`src/rtl/program_sequencer.sv`:
```
// -----------------------------------------------------------------------------
// program_sequencer
//
// Purpose:
//   Fetch/dispatch controller that walks a program of 19-bit instruction words
//   held in an external instruction RAM. Each word is fetched, captured into
//   the instruction register and dispatched either as a load/store request to
//   the memory interface or as a start/opcode to the ALU. Each request is held
//   until its matching done, then the instruction retires and pc advances. The
//   run ends when the latched program length has been executed.
//
// Instruction word layout (ir):
//   [18:15] opcode (alu_opcode_t encoding, see OP_* below)
//   [14:1]  memory address
//   [0]     destination register select (0 = A, 1 = B)
//
// Ports:
//   clk        in   system clock, rising edge
//   reset_n    in   asynchronous active-low reset
//   run        in   start pulse, honoured only when idle
//   prog_len   in   number of instructions to execute, sampled on run accept
//   imem_rd    out  instruction RAM read strobe
//   imem_addr  out  instruction RAM address (= pc)
//   imem_data  in   instruction word, valid one cycle after imem_rd
//   mem_load   out  load request (level, held until mem_done)
//   mem_store  out  store request (level, held until mem_done)
//   mem_addr   out  memory address from ir[14:1]
//   mem_sel_b  out  destination select from ir[0]
//   mem_done   in   memory interface done
//   alu_start  out  ALU start (level, held until alu_done)
//   alu_op     out  ALU opcode from ir[18:15]
//   alu_done   in   ALU done
//   busy       out  high from run accept until the finish cycle
//   finished   out  one-cycle pulse when the program completes or aborts
//   error      out  sticky watchdog abort flag, cleared by the next run
//   pc         out  program counter
//   retired    out  retired instruction count, saturating
//
// Build option:
//   SEQ_WATCHDOG_EN - when defined, a per-request cycle counter aborts a
//   request that sees no done within WD_LIMIT wait cycles; the program then
//   finishes with error set. When undefined, requests wait indefinitely and
//   error is constant 0.
// -----------------------------------------------------------------------------
module program_sequencer #(
    parameter int IMEM_AW  = 10,
    parameter int WD_LIMIT = 255
) (
    input  logic               clk,
    input  logic               reset_n,
    input  logic               run,
    input  logic [IMEM_AW:0]   prog_len,
    output logic               imem_rd,
    output logic [IMEM_AW-1:0] imem_addr,
    input  logic [18:0]        imem_data,
    output logic               mem_load,
    output logic               mem_store,
    output logic [13:0]        mem_addr,
    output logic               mem_sel_b,
    input  logic               mem_done,
    output logic               alu_start,
    output logic [3:0]         alu_op,
    input  logic               alu_done,
    output logic               busy,
    output logic               finished,
    output logic               error,
    output logic [IMEM_AW-1:0] pc,
    output logic [15:0]        retired
);

    // alu_opcode_t values that the sequencer treats specially; every other
    // opcode is forwarded to the ALU.
    localparam logic [3:0] OP_NOP   = 4'h0;
    localparam logic [3:0] OP_LOAD  = 4'h5;
    localparam logic [3:0] OP_STORE = 4'h6;

    typedef enum logic [2:0] {
        S_IDLE,
        S_FETCH,
        S_CAPT,
        S_ISSUE,
        S_WAIT_MEM,
        S_WAIT_ALU,
        S_FIN
    } state_t;

    state_t             r_state;
    state_t             w_next_state;

    logic [18:0]        r_ir;
    logic [IMEM_AW:0]   r_len;
    logic [IMEM_AW-1:0] r_pc;
    logic [15:0]        r_retired;
    logic               r_error;
    logic               r_mem_load;
    logic               r_mem_store;
    logic               r_alu_start;

    logic               w_accept;
    logic               w_retire;
    logic               w_timeout;
    logic               w_last;
    logic [IMEM_AW:0]   w_pc_inc;
    logic [3:0]         w_op;

    assign w_op     = r_ir[18:15];
    // pc+1 is formed one bit wider so a length of 2^IMEM_AW is reachable
    // while pc itself wraps to 0.
    assign w_pc_inc = {1'b0, r_pc} + (IMEM_AW+1)'(1);
    assign w_last   = (w_pc_inc == r_len);

`ifdef SEQ_WATCHDOG_EN
    localparam int WD_W = $clog2(WD_LIMIT + 1);

    logic [WD_W-1:0] r_wd;

    // Counts cycles spent in a wait state; it is zero in every other state,
    // so it always starts from zero on entry to WAIT_MEM/WAIT_ALU.
    always_ff @(posedge clk or negedge reset_n) begin
        if (!reset_n) begin
            r_wd <= '0;
        end else if (r_state == S_WAIT_MEM || r_state == S_WAIT_ALU) begin
            r_wd <= r_wd + WD_W'(1);
        end else begin
            r_wd <= '0;
        end
    end

    // A done arriving on the final allowed cycle still wins over the abort.
    assign w_timeout = (r_wd == WD_W'(WD_LIMIT - 1)) &&
                       ((r_state == S_WAIT_MEM && !mem_done) ||
                        (r_state == S_WAIT_ALU && !alu_done));
`else
    assign w_timeout = 1'b0;
`endif

    // State register
    always_ff @(posedge clk or negedge reset_n) begin
        if (!reset_n) begin
            r_state <= S_IDLE;
        end else begin
            r_state <= w_next_state;
        end
    end

    // Next-state and control strobes
    always_comb begin
        w_next_state = r_state;
        w_accept     = 1'b0;
        w_retire     = 1'b0;
        case (r_state)
            S_IDLE: begin
                if (run) begin
                    w_accept     = 1'b1;
                    w_next_state = (prog_len == '0) ? S_FIN : S_FETCH;
                end
            end
            S_FETCH: w_next_state = S_CAPT;
            S_CAPT:  w_next_state = S_ISSUE;
            S_ISSUE: begin
                case (w_op)
                    OP_LOAD, OP_STORE: w_next_state = S_WAIT_MEM;
                    OP_NOP:            w_retire     = 1'b1;
                    default:           w_next_state = S_WAIT_ALU;
                endcase
            end
            S_WAIT_MEM: begin
                if (mem_done) begin
                    w_retire = 1'b1;
                end else if (w_timeout) begin
                    w_next_state = S_FIN;
                end
            end
            S_WAIT_ALU: begin
                if (alu_done) begin
                    w_retire = 1'b1;
                end else if (w_timeout) begin
                    w_next_state = S_FIN;
                end
            end
            S_FIN:   w_next_state = S_IDLE;
            default: w_next_state = S_IDLE;
        endcase
        if (w_retire) begin
            w_next_state = w_last ? S_FIN : S_FETCH;
        end
    end

    // Datapath registers
    always_ff @(posedge clk or negedge reset_n) begin
        if (!reset_n) begin
            r_ir        <= '0;
            r_len       <= '0;
            r_pc        <= '0;
            r_retired   <= '0;
            r_error     <= 1'b0;
            r_mem_load  <= 1'b0;
            r_mem_store <= 1'b0;
            r_alu_start <= 1'b0;
        end else begin
            // Requests follow the state we are entering: they rise on the
            // ISSUE edge and fall on the edge that leaves the wait state.
            r_mem_load  <= (w_next_state == S_WAIT_MEM) && (w_op == OP_LOAD);
            r_mem_store <= (w_next_state == S_WAIT_MEM) && (w_op == OP_STORE);
            r_alu_start <= (w_next_state == S_WAIT_ALU);

            if (r_state == S_CAPT) begin
                r_ir <= imem_data;
            end

            if (w_accept) begin
                r_len     <= prog_len;
                r_pc      <= '0;
                r_retired <= '0;
                r_error   <= 1'b0;
            end else begin
                if (w_retire) begin
                    r_pc <= r_pc + IMEM_AW'(1);
                    if (r_retired != 16'hFFFF) begin
                        r_retired <= r_retired + 16'd1;
                    end
                end
                if (w_timeout) begin
                    r_error <= 1'b1;
                end
            end
        end
    end

    assign imem_rd   = (r_state == S_FETCH);
    assign imem_addr = r_pc;
    assign mem_load  = r_mem_load;
    assign mem_store = r_mem_store;
    assign mem_addr  = r_ir[14:1];
    assign mem_sel_b = r_ir[0];
    assign alu_start = r_alu_start;
    assign alu_op    = w_op;
    assign busy      = (r_state != S_IDLE) && (r_state != S_FIN);
    assign finished  = (r_state == S_FIN);
    assign error     = r_error;
    assign pc        = r_pc;
    assign retired   = r_retired;

endmodule
```
`config.mk`:
```
export PLATFORM = sky130hd
export DESIGN_NAME = program_sequencer
export DESIGN_NICKNAME = d
export VERILOG_FILES = /design/src/rtl/program_sequencer.sv
export SDC_FILE = /design/constraint.sdc
export NUM_CORES = 1
export LEC_CHECK = 0
export CAP_MARGIN = 10
export CORE_MARGIN = 4
export CORE_UTILIZATION = 35
export DETAILED_ROUTE_END_ITERATION = 12
export DONT_BUFFER_PORTS = 1
export GPL_TIMING_DRIVEN = 1
export PLACE_DENSITY = 0.51
export SLEW_MARGIN = 20
export SYNTH_ARGS = -nofsm -noshare
export SYNTH_HDL_FRONTEND = slang
export SYNTH_SLANG_ARGS = --single-unit
```
`constraint.sdc`:
```
create_clock -name clk -period 5.35 [get_ports clk]
set_clock_uncertainty 0.05 [all_clocks]
set_input_delay 1.07 -clock clk [delete_from_list [all_inputs] [get_ports clk]]
set_output_delay 1.07 -clock clk [all_outputs]
set_load 0.1 [all_outputs]
```
Yosys cells after proc, flatten, opt, wreduce, memory -nomap -nowiden
Cells that the tools add are included.
{ "word_totals": {"ff_bits": 62, "wordCells": 53} }
{ "op_classes": {"addsub": 3, "n_eq_ne": 13, "n_mux": 17, "reduce_logical": 12} }
{ "ops": {"columns": ["operator", "count"], "rows": [
  ["two-way mux 16 bit", 3],
  ["two-way mux 10 bit", 2],
  ["adder 16 x 1 -> 16 bit, second input constant", 1],
  ["inequality test 16 bit, second input constant", 1],
  ["equality test 3 bit, second input constant", 5],
  ["one-hot mux 3 bit (5 select lines)", 1],
  ["two-way mux 3 bit", 4],
  ["adder 10 x 1 -> 11 bit, second input constant", 1],
  ["equality test 11 bit", 1],
  ["logical NOT 11 bit", 1],
  ["adder 10 x 1 -> 10 bit, second input constant", 1],
  ["equality test 4 x 3 -> 1 bit, second input constant", 2],
  ["equality test 3 x 2 -> 1 bit, second input constant", 2],
  ["one-hot mux 3 bit (2 select lines)", 1],
  ["two-way mux 1 bit", 5],
  ["logical NOT 4 bit", 1],
  ["nonzero test 2 bit", 2],
  ["OR reduction 2 bit", 2],
  ["equality test 3 x 1 -> 1 bit, second input constant", 1],
  ["logical AND 1 bit", 3],
  ["logical NOT 3 bit", 1],
  ["inequality test 3 bit, second input constant", 1],
  ["one-hot mux 1 bit (3 select lines)", 1],
  ["nonzero test 3 bit", 1],
  ["AND reduction 2 bit", 1]
]} }

Logic depth before layout (Yosys ltp)
{ "depth": {"ltp_word": 7, "depth_mapped": 8, "ltp_nobuf": 6} }

Worst setup path after synthesis
No wires, ideal clock.
{ "synth_path": {"kind": "register to output", "startpoint": "register r_state[0]", "endpoint": "output port imem_rd", "arrival_ps": 2942, "path_slack_ps": 1288, "stages_incl_launch_ff": 3, "path_cell_list": "dfrtp_1 clkbuf_1 nor3b_1"} }
{ "synth_between": {"elab_chain_cells": 1} }
{ "synth_rtl": {"columns": ["item", "line_no", "source"], "rows": [
  ["start, declared", "87", "state_t r_state;"],
  ["start signal, assigned", "142", "r_state <= w_next_state;"],
  ["equality test 3 x 1 -> 1 bit", "230", "assign imem_rd = (r_state == S_FETCH);"],
  ["end, declared", "53", "output logic imem_rd,"]
]} }
No other way between the ends.

Worst setup path in the final report
{ "layout_path": {"startpoint": "register r_retired[1] (netlist: retired[1])", "endpoint": "register r_retired[9] (netlist: retired[9])"} }
{ "layout_between": {"elab_chain_cells": 4, "word_cells_on_any_way": 7, "cone_classes": "add/sub: 1; eq/ne: 1; mux: 3; reduce/logical: 2"} }
{ "layout_rtl": {"columns": ["item", "line_no", "source"], "rows": [
  ["start, declared", "93", "logic [15:0] r_retired;"],
  ["start signal, assigned", "220", "r_retired <= r_retired + 16'd1;"],
  ["adder 16 x 1 -> 16 bit", "220", null],
  ["two-way mux 16 bit", "219", "if (r_retired != 16'hFFFF) begin"],
  ["two-way mux 16 bit", "217", "if (w_retire) begin"],
  ["two-way mux 16 bit", "211", "if (w_accept) begin"]
]} }
Parallel ways exist; a longest one is shown, timed or not. The select of a mux whose other input is x is not followed.
A chain may end at the register's enable or synchronous reset.

==> run metrics <==
Core ar.=9200 sq um; hold_buf cts=0; Tcrit/Tclk final=0.571; routability cong.=about 0.77; Antenna Violating Nets Remaining=0; FMAX=between 300 and 400 MHz; CTS tree=done; most common cell in the synthesized netlist=dfrtp_1; Crit path arrival time=3.19 ns; worst slew pin tran=about 1.1 ns; max_cap viols=0; grt met3 use=0.0716; placed cell count=420; antenna violations before repair=0; drc violations=0; global-route usage over all layers=0.146; crit-path max FO=13; first-pass GRT wire length=~13000 microns; DRT iter0 DRCs=around 140; Yosys warnings=0; clock latency on the worst-skew pair=roughly 0.34 ns; critical path type=reg -> reg; most used routing layer=met2; IO Pins=97; Synth top cells by count=dfrtp_1 (62), nand2_1 (53), o21ai_0 (22); Period minus WS final=about 3.1 ns; Hold Violations, Final=0; Final Routed Wirelength=7750 microns; Nets=357; setup TNS=0 ns; vias per inst=5.49; CTS root buf=clkbuf_8; Sink Count=62; largest net degree at the start of global routing=between 60 and 70; Synth Instances=~330; share of cells above drive strength 1=0.197; synth top area cells=dfrtp_1 (47%), mux2_2 (7.2%), nand2_1 (6.0%); met1 Track Usage GR=0.187; Pre-antenna DRT Iters=4; async set-reset flop share out of synthesis=1.00; Net Count, Synth=roughly 370; dpl cell area=~3300 sq um; final non-filler cell total=around 440; Setup crit start=retired[1]; fin. max-slew vios=0; Row Count=35; gr ovfl total=0; synthesized area=around 3300 sq um; RSZ-0062 raised after global routing=false; Setup-failing EPs final=0; mean area per synthesized cell=roughly 9.9 sq um; Critical Path RT=~5.5 ns; reg2reg start=retired[1]; Yosys top cell by area=dfrtp_1; post-synthesis sequential area ratio=0.471; M2 GR Usage=0.221; die height=105 microns; EDFF count, synth=0; vias in the first global route=~2400; top-area cell type share of the netlist area=0.471; die width=approximately 110 microns; Rel. slew slack=0.248; CTS resizes=0; Post-CTS Setup Bufs=0; synthesis-to-layout area growth=6.42%; # port buffers=0; prevailing post-synth register cell=dfrtp_1; Die Area=approximately 11000 sq um; pre-CTS WS=about 2.1 ns; clock buffer count from CTS=9; Max Buffers Root-to-Sink=2; HP Class=in -> async; cell area after layout=3510 sq um; Worst Setup Start Kind=flop; initial core utilization=0.358; count of cell types in the netlist=54; run status=completed; CP Capture Type=flop; DP HPWL=roughly 5400 microns; Worst Slack Setup Final=between 2 and 2.5 ns; flops & latches, synth=62; H-tree levels=3; ant diodes=0; vias=~2400; WL/cell=17.8 microns; clock slew at reported path FFs=roughly 0.080 ns
per-layer routing:
metal,up-vias,routed length [microns],share of wire
met5,-,0,0
met2,82,3510,0.45
li1,1152,-,-
met3,7,722,0.093
met4,0,73,0.0094
met1,1151,3440,0.44
sequential cells by signal, summed over array words and instances, names as in the netlist:
name,count
r_state,3
imem_addr,10
r_ir,19
mem_store,1
alu_start,1
retired,16
r_len,11
mem_load,1
cell families after synthesis:
logic type,after synthesis,synth area share
compound gates,69,0.140
xor+xnor,18,0.0478
fa+ha+maj,2,0.00759
buf+inv,34,0.0547
flops,62,0.471
mux,22,0.0748
other cells,1,0.00114
simple gates,126,0.203
final cells by class:
cell class / instances / area, sq um
fill: 945 / 5690
multi-input combinational: 238 / 1570
sequential: 62 / 1560
clock buffer: 12 / 145
tap: 111 / 139
timing repair buffer: 3 / 42.5
clock inverter: 4 / 22.5
inverter: 6 / 22.5
worst max-delay path, cell delays in order (launching register included):
cell and delay, ns:
dfrtp_1 0.98, ha_1 0.34, nand3_1 0.15, nor4_2 0.73
a21o_1 0.42, or4_1 0.16, a21oi_1 0.06
final timing paths:
path / end / slack (ns) / cells past startpoint
max: retired[9] / 2.29 / 6
min: r_ir[4] / 0.37 / 0
max reg2reg: retired[9] / 2.29 / 6
min reg2reg: r_len[4] / 0.45 / 2
max in group asynchronous: imem_addr[6] / 4.78 / 0
min in group clk: r_len[4] / 0.45 / 2
placed cells by master (no fill, tap or decap), drive strengths merged, types with 4 or more instances in the layout:
cell type  synthesis  layout
dfrtp             62      62
nand2             53      53
o21ai             22      22
mux2              21      21
nor2              18      18
a21oi             14      14
nand3             12      12
clkbuf            10      12
xnor2              9       9
xor2               9       9
o31ai              9       9
nor4               8       8
inv                6       6
or4                5       5
a31oi              4       4
nand4              4       4
nor3b              4       4
stage by stage:
stage | utilization | hold slack [ns]
floorplan | - | 0.402
global placement | 0.363 | 0.433
detailed placement | 0.363 | 0.434
CTS | 0.381 | 0.347
global route | 0.381 | 0.343
finish | 0.381 | 0.369
Power is left out: the tool's default activity adds up to more than one toggle a clock period on the data nets, which glitch-free logic cannot reach.
